===== config.mk =====
export PLATFORM = sky130hd
export DESIGN_NAME = polar_frame_scheduler
export DESIGN_NICKNAME = d
export VERILOG_FILES = /design/src/rtl/polar_frame_pkg.sv /design/src/rtl/frame_beat_counter.sv /design/src/rtl/polar_frame_scheduler.sv
export SDC_FILE = /design/constraint.sdc
export NUM_CORES = 1
export LEC_CHECK = 0
export ABC_AREA = 1
export CAP_MARGIN = 5
export CORE_MARGIN = 2
export CORE_UTILIZATION = 35
export DETAILED_ROUTE_END_ITERATION = 16
export SLEW_MARGIN = 15
export SYNTH_ARGS = -nofsm -noshare
export SYNTH_HDL_FRONTEND = slang
export SYNTH_HIERARCHICAL = 1
export SYNTH_SLANG_ARGS = --single-unit

===== constraint.sdc =====
create_clock -name clk -period 5.7 [get_ports clk]
set_input_delay 0.57 -clock clk [delete_from_list [all_inputs] [get_ports clk]]
set_output_delay 0.57 -clock clk [all_outputs]
set_load 0.05 [all_outputs]

===== src/rtl/polar_frame_pkg.sv =====
// Shared types and widths for the polar frame scheduler slice.
package polar_frame_pkg;

  localparam int unsigned LEN_W = 10;
  localparam int unsigned GAP_W = 4;

  typedef enum logic [1:0] {
    IDLE = 2'd0,
    SEND = 2'd1,
    GAP  = 2'd2
  } state_t;

  // A programmed gap of zero still yields one idle cycle between frames.
  function automatic logic [GAP_W-1:0] eff_gap(input logic [GAP_W-1:0] gap);
    return (gap == '0) ? {{(GAP_W-1){1'b0}}, 1'b1} : gap;
  endfunction

endpackage


===== src/rtl/frame_beat_counter.sv =====
// Loadable down-counter with a terminal flag; times both frame beats and gap cycles.
module frame_beat_counter #(
  parameter int unsigned W = 10
) (
  input  logic         clk,
  input  logic         reset,
  input  logic         enb,
  input  logic         load,
  input  logic         dec,
  input  logic [W-1:0] load_value,
  output logic         terminal
);

  logic [W-1:0] count;

  always_ff @(posedge clk) begin
    if (!reset) begin
      count <= '0;
    end else if (enb) begin
      if (load) begin
        count <= load_value;
      end else if (dec && (count != '0)) begin
        count <= count - 1'b1;
      end
    end
  end

  assign terminal = (count == '0);

endmodule


===== src/rtl/polar_frame_scheduler.sv =====
// Frames a serial source into K-bit bursts with a programmable idle gap between frames.
module polar_frame_scheduler
  import polar_frame_pkg::*;
(
  input  logic             clk,
  input  logic             reset,
  input  logic             enb,
  input  logic [LEN_W-1:0] cfgLen,
  input  logic [GAP_W-1:0] cfgGap,
  input  logic             start,
  input  logic             srcData,
  input  logic             srcValid,
  output logic             srcReady,
  output logic             dataOut,
  output logic             validOut,
  output logic             busy,
  output logic             frameDone,
  output logic             underrun
);

  state_t           state;
  logic             pending;
  logic [GAP_W-1:0] gap_len;
  logic             cnt_load;
  logic             cnt_dec;
  logic [LEN_W-1:0] cnt_value;
  logic             terminal;
  logic             launch_idle;
  logic             launch_gap;

  assign launch_idle = (cfgLen != '0) && (start || pending);
  assign launch_gap  = (cfgLen != '0) && pending;

  // Counter holds K-1 during SEND and G-1 during GAP; terminal marks the final cycle.
  always_comb begin
    cnt_load  = 1'b0;
    cnt_dec   = 1'b0;
    cnt_value = '0;
    unique case (state)
      IDLE: begin
        if (launch_idle) begin
          cnt_load  = 1'b1;
          cnt_value = cfgLen - 1'b1;
        end
      end
      SEND: begin
        if (terminal) begin
          cnt_load  = 1'b1;
          cnt_value = {{(LEN_W-GAP_W){1'b0}}, gap_len} - 1'b1;
        end else begin
          cnt_dec = 1'b1;
        end
      end
      GAP: begin
        if (terminal) begin
          if (launch_gap) begin
            cnt_load  = 1'b1;
            cnt_value = cfgLen - 1'b1;
          end
        end else begin
          cnt_dec = 1'b1;
        end
      end
      default: ;
    endcase
  end

  frame_beat_counter #(
    .W(LEN_W)
  ) u_counter (
    .clk        (clk),
    .reset      (reset),
    .enb        (enb),
    .load       (cnt_load),
    .dec        (cnt_dec),
    .load_value (cnt_value),
    .terminal   (terminal)
  );

  always_ff @(posedge clk) begin
    if (!reset) begin
      state     <= IDLE;
      pending   <= 1'b0;
      gap_len   <= '0;
      dataOut   <= 1'b0;
      validOut  <= 1'b0;
      frameDone <= 1'b0;
      underrun  <= 1'b0;
    end else if (enb) begin
      dataOut   <= 1'b0;
      validOut  <= 1'b0;
      frameDone <= 1'b0;
      unique case (state)
        IDLE: begin
          if (launch_idle) begin
            state   <= SEND;
            gap_len <= eff_gap(cfgGap);
            pending <= 1'b0;
          end
        end
        SEND: begin
          validOut <= 1'b1;
          dataOut  <= srcValid & srcData;
          if (!srcValid) underrun <= 1'b1;
          if (start) pending <= 1'b1;
          if (terminal) begin
            frameDone <= 1'b1;
            state     <= GAP;
          end
        end
        GAP: begin
          if (start) pending <= 1'b1;
          if (terminal) begin
            if (launch_gap) begin
              state   <= SEND;
              gap_len <= eff_gap(cfgGap);
              pending <= 1'b0;
            end else begin
              state <= IDLE;
            end
          end
        end
        default: state <= IDLE;
      endcase
    end
  end

  assign srcReady = (state == SEND);
  assign busy     = (state != IDLE);

endmodule


Yosys cells after proc, flatten, opt, wreduce, memory -nomap -nowiden. Index checks and enable logic that the tools add are counted.

Bits in registers: 21. Input bits: 20. Output and inout bits: 6. Word-level logic and storage cells: 70.

Add/subtract/negate cells: 3. Eq/ne operators: 6. Multiplexer cells: 32. Bitwise logic cells: 2. Reductions and logical operators: 19.

Operator list (count): 10-bit two-way mux (6); 10-bit one-hot mux with 3 select lines (1); 10-bit nonzero test (2); 10-bit by 1-bit subtractor with 10-bit output (second input constant) (2); 4-bit two-way mux (4); 1-bit two-way mux (14); 10-bit logical NOT (1); 4-bit one-hot mux with 2 select lines (1); 2-bit two-way mux (3); 2-bit inequality test (second input constant) (3); 1-bit one-hot mux with 3 select lines (2); 2-bit one-hot mux with 3 select lines (1); 3-bit AND reduction (2); 2-bit nonzero test (3); 5-bit AND reduction (1); 4-bit by 1-bit subtractor with 5-bit output (second input constant) (1); 4-bit logical NOT (1); 4-bit AND reduction (1); 1-bit logical AND (3); 3-bit nonzero test (1); 2-bit by 1-bit equality test with 1-bit output (second input constant) (1); 2-bit equality test (second input constant) (1); 2-bit logical NOT (1); 2-bit by 1-bit inequality test with 1-bit output (second input constant) (1); 5 further kinds (5).

Logic depth before layout (Yosys ltp).
Word-level depth: 7. Mapped depth: 18. Depth with buffers taken out: 16.

By module. Netlist, hierarchy kept.

By module, submodules not included: polar_frame_scheduler (times used 1, cells an instance 162, area an instance 979.7 µm²); frame_beat_counter (times used 1, cells an instance 139, area an instance 842.1 µm²).

Worst setup path before layout. OpenSTA, ideal clock, no wires.

Path kind: in2reg. From: input cfgLen[0]. To: register u_counter.count[4]. Setup time: 0.114 ns. Arrival: 2.243 ns. Required time: 5.586 ns. Slack: 3.343 ns. Cell stages on the path: 17. Buffers on the path: 2. Path through: inv_1 > ha_1 > nand2_1 > nor2_2 > nand3_2 > nand3_1 > o21ai_2 > buf_6 > o21ai_1 > inv_1 > bufinv_8 > nand2_4 > nand2_4 > buf_12 > nand2_1 > nand2_1 > nor2_2.

Longest elaborated chain between the ends: 7.

RTL lines: start: declaration (line polar_frame_scheduler.sv:8) `input logic [LEN_W-1:0] cfgLen,`; 10-bit nonzero test * (line polar_frame_scheduler.sv:31, polar_frame_scheduler.sv:32); 1-bit logical AND (line polar_frame_scheduler.sv:32) `assign launch_gap = (cfgLen != '0) && pending;`; 1-bit two-way mux (line polar_frame_scheduler.sv:56) `if (launch_gap) begin`; 1-bit two-way mux (line polar_frame_scheduler.sv:55) `if (terminal) begin`; 1-bit one-hot mux with 3 select lines * (line polar_frame_scheduler.sv:39) `unique case (state)`; net cnt_load (line polar_frame_scheduler.sv:24) `logic cnt_load;`; 2-bit nonzero test (no source line); 2-bit AND reduction (no source line); end signal: assignment (line frame_beat_counter.sv:21) `count <= load_value;`; end signal: assignment (line frame_beat_counter.sv:23) `count <= count - 1'b1;`; end: declaration (line frame_beat_counter.sv:14) `logic [W-1:0] count;`.

The timed path passes the listed nets; every way through them passes the cells marked *. A chain may end at the register's enable or synchronous reset.

Worst setup path in the final report.
From: input cfgLen[0]. To: register u_counter.count[5].

Same word-level chain as after synthesis.

==> run_results.csv <==
group,metric,value,unit
synthesis,synth.area.top_cells,"dfxtp_1 23%, nand2_1 19%, nor2_1 7.8%",
min_path,hold_path_class,"flop to flop",
synthesis,yosysTopAreaCellShare,0.2308,
critical_path,crit_fanout,12,
pwr,power_report.internal_total,460.6,uW
die,die_w,76.15,um
cells_and_area,number_of_antenna_diodes,0,
detailed_routing,viasPerCell,4.562,
timing,finalMaxSlewViolations,0,
die,design.core.area,0.005075,mm^2
timing,rsz0062_at_grt,"false",
cts,cts_hold_buffers,0,
cts,clk_path_buf_depth,2,
critical_path,worstSetupPathType,"input pin to flop",
die,floorplan.initialDensity,0.3590,
die,die_y,76.15,um
place,dp_hpwl,3243,um
detailed_routing,routedWlPerCell,10.31,um
synthesis,cell_area_after_synthesis,0.001822,mm^2
pwr,netSwitchingFraction,0.5124,
detailed_routing,num_vias,1802,
place,gp_congestion,0.8397,
pwr,power.static_leakage,0.001037,uW
timing,maxClockFrequency,333.7,MHz
synthesis,synth-seq-area-share,0.2308,
synthesis,yosysUniqueCellTypes,27,
cells_and_area,multi_input_area,0.001177,mm^2
global_routing,globalRouteTotalUtil,0.1509,
critical_path,reg2reg_slack,2.85,ns
timing,fin_hold_ws,0.4725,ns
place,preCtsSetupSlack,2.430,ns
timing,period_utilisation_layout,0.5258,
timing,final-setup-viol-count,0,
synthesis,synth_nets,328,
synthesis,post_synth_inst_count,301,
pwr,clock_power_share,0.114,
pwr,vdd_ir_drop_max,242.9,uV
synthesis,synth-seq-cells,21,
cells_and_area,final_core_utilization,0.4243,
global_routing,grt_start_max_net_pins,18,
cts,clk_pin_slew_worst_paths,0.09,ns
critical_path,cp_data_arrival_time,3.18,ns
cells_and_area,num-fill-cells,594,
cts,cts_num_sinks,21,
die,ios,26,
detailed_routing,detail_route.first_pass.iterations,4,
critical_path,critPathRequiredTime,5.88,ns
global_routing,first_global_vias,1710,
global_routing,gr-total-overflow,0,
synthesis,netlist.top_cell.by_area,"dfxtp_1",
global_routing,grt_peak_use_layer,"met2",
cts,clk_root_buffer_cell,"clkbuf_8",
pwr,power.density_cell_area,438.7,mW/mm^2
global_routing,grt_first_pass_wirelength,7258,um
detailed_routing,drt_first_iter_violations,75,
cts,clock_latency,0.28,ns
synthesis,yosysWarnings,6,
detailed_routing,drt.antenna.violating_nets,0,
die,floorplan.die_area,0.005798,mm^2
timing,slew_headroom,0.5527,
pwr,p_comb_frac,0.650,
pwr,totalPowerFinal,944.6,uW
timing,fin_setup_tns,0,ns
die,num_rows,26,
critical_path,end_kind,"flop",
cts,postCtsSetupBuffers,0,
cts,post_cts.resized_instances,0,
global_routing,grt_use_met3,0.02251,
cts,tritoncts,"done",
cells_and_area,area.sequential,420.4,um^2
cts,num_cts_buffers,3,
cells_and_area,drive_gt1_frac,0.1262,
pwr,share_seq_of_total_power,0.236,
cts,clock_tree.htree_level_count,1,
place,buffer_ports.inserted,25,
timing,setup_slack,2.703,ns
synthesis,synth_area_per_cell,6.052,um^2
timing,timing.final.crit_period,2.997,ns
timing,fin_skew,0.008740,ns
detailed_routing,wirelength,4074,um
pwr,power.switching,484.1,uW
critical_path,worst_setup_path_start_kind,"input pin",
detailed_routing,post-route-drc-count,0,
cells_and_area,layout.nets,353,
global_routing,grt_antenna_before_repair,0,
cells_and_area,relative_area_change_from_synthesis_to_final_layout,18.20,%
global_routing,groute.layer.met1.usage,0.1851,
timing,finalHoldViolCount,0,
timing,worstMarginPinSlew,0.6688,ns
run,maxCapViolations,0,
status,outcome,"complete, no violations",
global_routing,global_route_track_usage_on_met2,0.2652,
-- layout make-up --
cell class | instances | area share
inverters | 42 | 0.07960
well taps | 70 | 0.04067
repair buffers | 25 | 0.1162
clock buffers | 3 | 0.01917
clock inverters | 1 | 0.002324
multi-input cells | 233 | 0.5468
flip-flops and latches | 21 | 0.1952
-- kinds of logic (layout without fill, tap and decap cells) --
kind of cell | after synthesis | after routing | share of synthesized area
AOI/OAI and AO/OA | 34 | 34 | 0.09616
xor gates and xnor gates | 10 | 10 | 0.04808
adders and majority gates | 7 | 7 | 0.04807
buffers and inverters | 47 | 71 | 0.1229
DFF | 21 | 21 | 0.2308
and+or+nand+nor | 182 | 182 | 0.4540
-- Yosys cell counts, drive strengths merged --
library cell	count
inv	41
nand4	2
or2	3
o21ai	9
a31oi	1
nor2	52
a21oi	24
bufinv	1
xor2	8
clkbuf	3
ha	7
buf	2
xnor2	2
dfxtp	21
nand2	100
nor3	1
nand3	24
-- worst max-delay path: stages --
cell and delay (ns):
clkdlybuf4s50_1 0.45, inv_1 0.07, ha_1 0.22, nand2_1 0.08, nor2_2 0.06, nand3_2 0.12, nand3_2 0.10, o21ai_2 0.37
o21ai_1 0.11, inv_1 0.25, bufinv_8 0.27, or2_2 0.26, nand2_1 0.07, nand3_1 0.06, nand2_1 0.08, nor2_1 0.05
-- power by group through the flow --
stage | Sequential, uW | Combinational (uW) | Clock [uW]
finish | 223 | 614 | 108
global route | 229 | 711 | 117
floorplan | 225 | 509 | 0
CTS | 223 | 620 | 112
detailed placement | 227 | 615 | 0
global placement | 226 | 615 | 0
-- placed cells by master, fill, tap and decap left out, drive strengths merged --
cell type and n:
nor2 52, inv 41, clkbuf 3, a21oi 24, nand4 2, o21ai 9
xnor2 2, nand2 100, bufinv 1, clkdlybuf4s50 25, clkinv 1, a31oi 1
nor3 1, dfxtp 21, or2 3, xor2 8, ha 7, nand3 24
-- flip-flops by register name, summed over array words and instances (netlist names) --
name and cells:
validOut 1, underrun 1, gap_len 4, frameDone 1
dataOut 1, u_counter/count 10, state 2, pending 1
-- stage by stage --
stage	cell area, um^2	std cells
detailed placement	2107	391
finish	2153	395
floorplan	1822	301
CTS	2153	395
global placement	2107	391
global route	2153	395
-- metal layers --
layer / wire, um / vias up
li1: - / 982
met1: 1877 / 777
met2: 1925 / 35
met3: 182 / 8
met4: 89 / 0
met5: 0 / -
-- worst paths after layout --
| path | start | to | cells past startpoint |
|---|---|---|---|
| worst max-delay path | cfgLen[0] | u_counter/count[5] | 16 |
| worst min register to register | dataOut | dataOut | 2 |
| worst max register to register | u_counter/count[0] | u_counter/count[5] | 16 |
| worst min-delay path | dataOut | dataOut | 2 |
(Power assumes the default switching activity.)
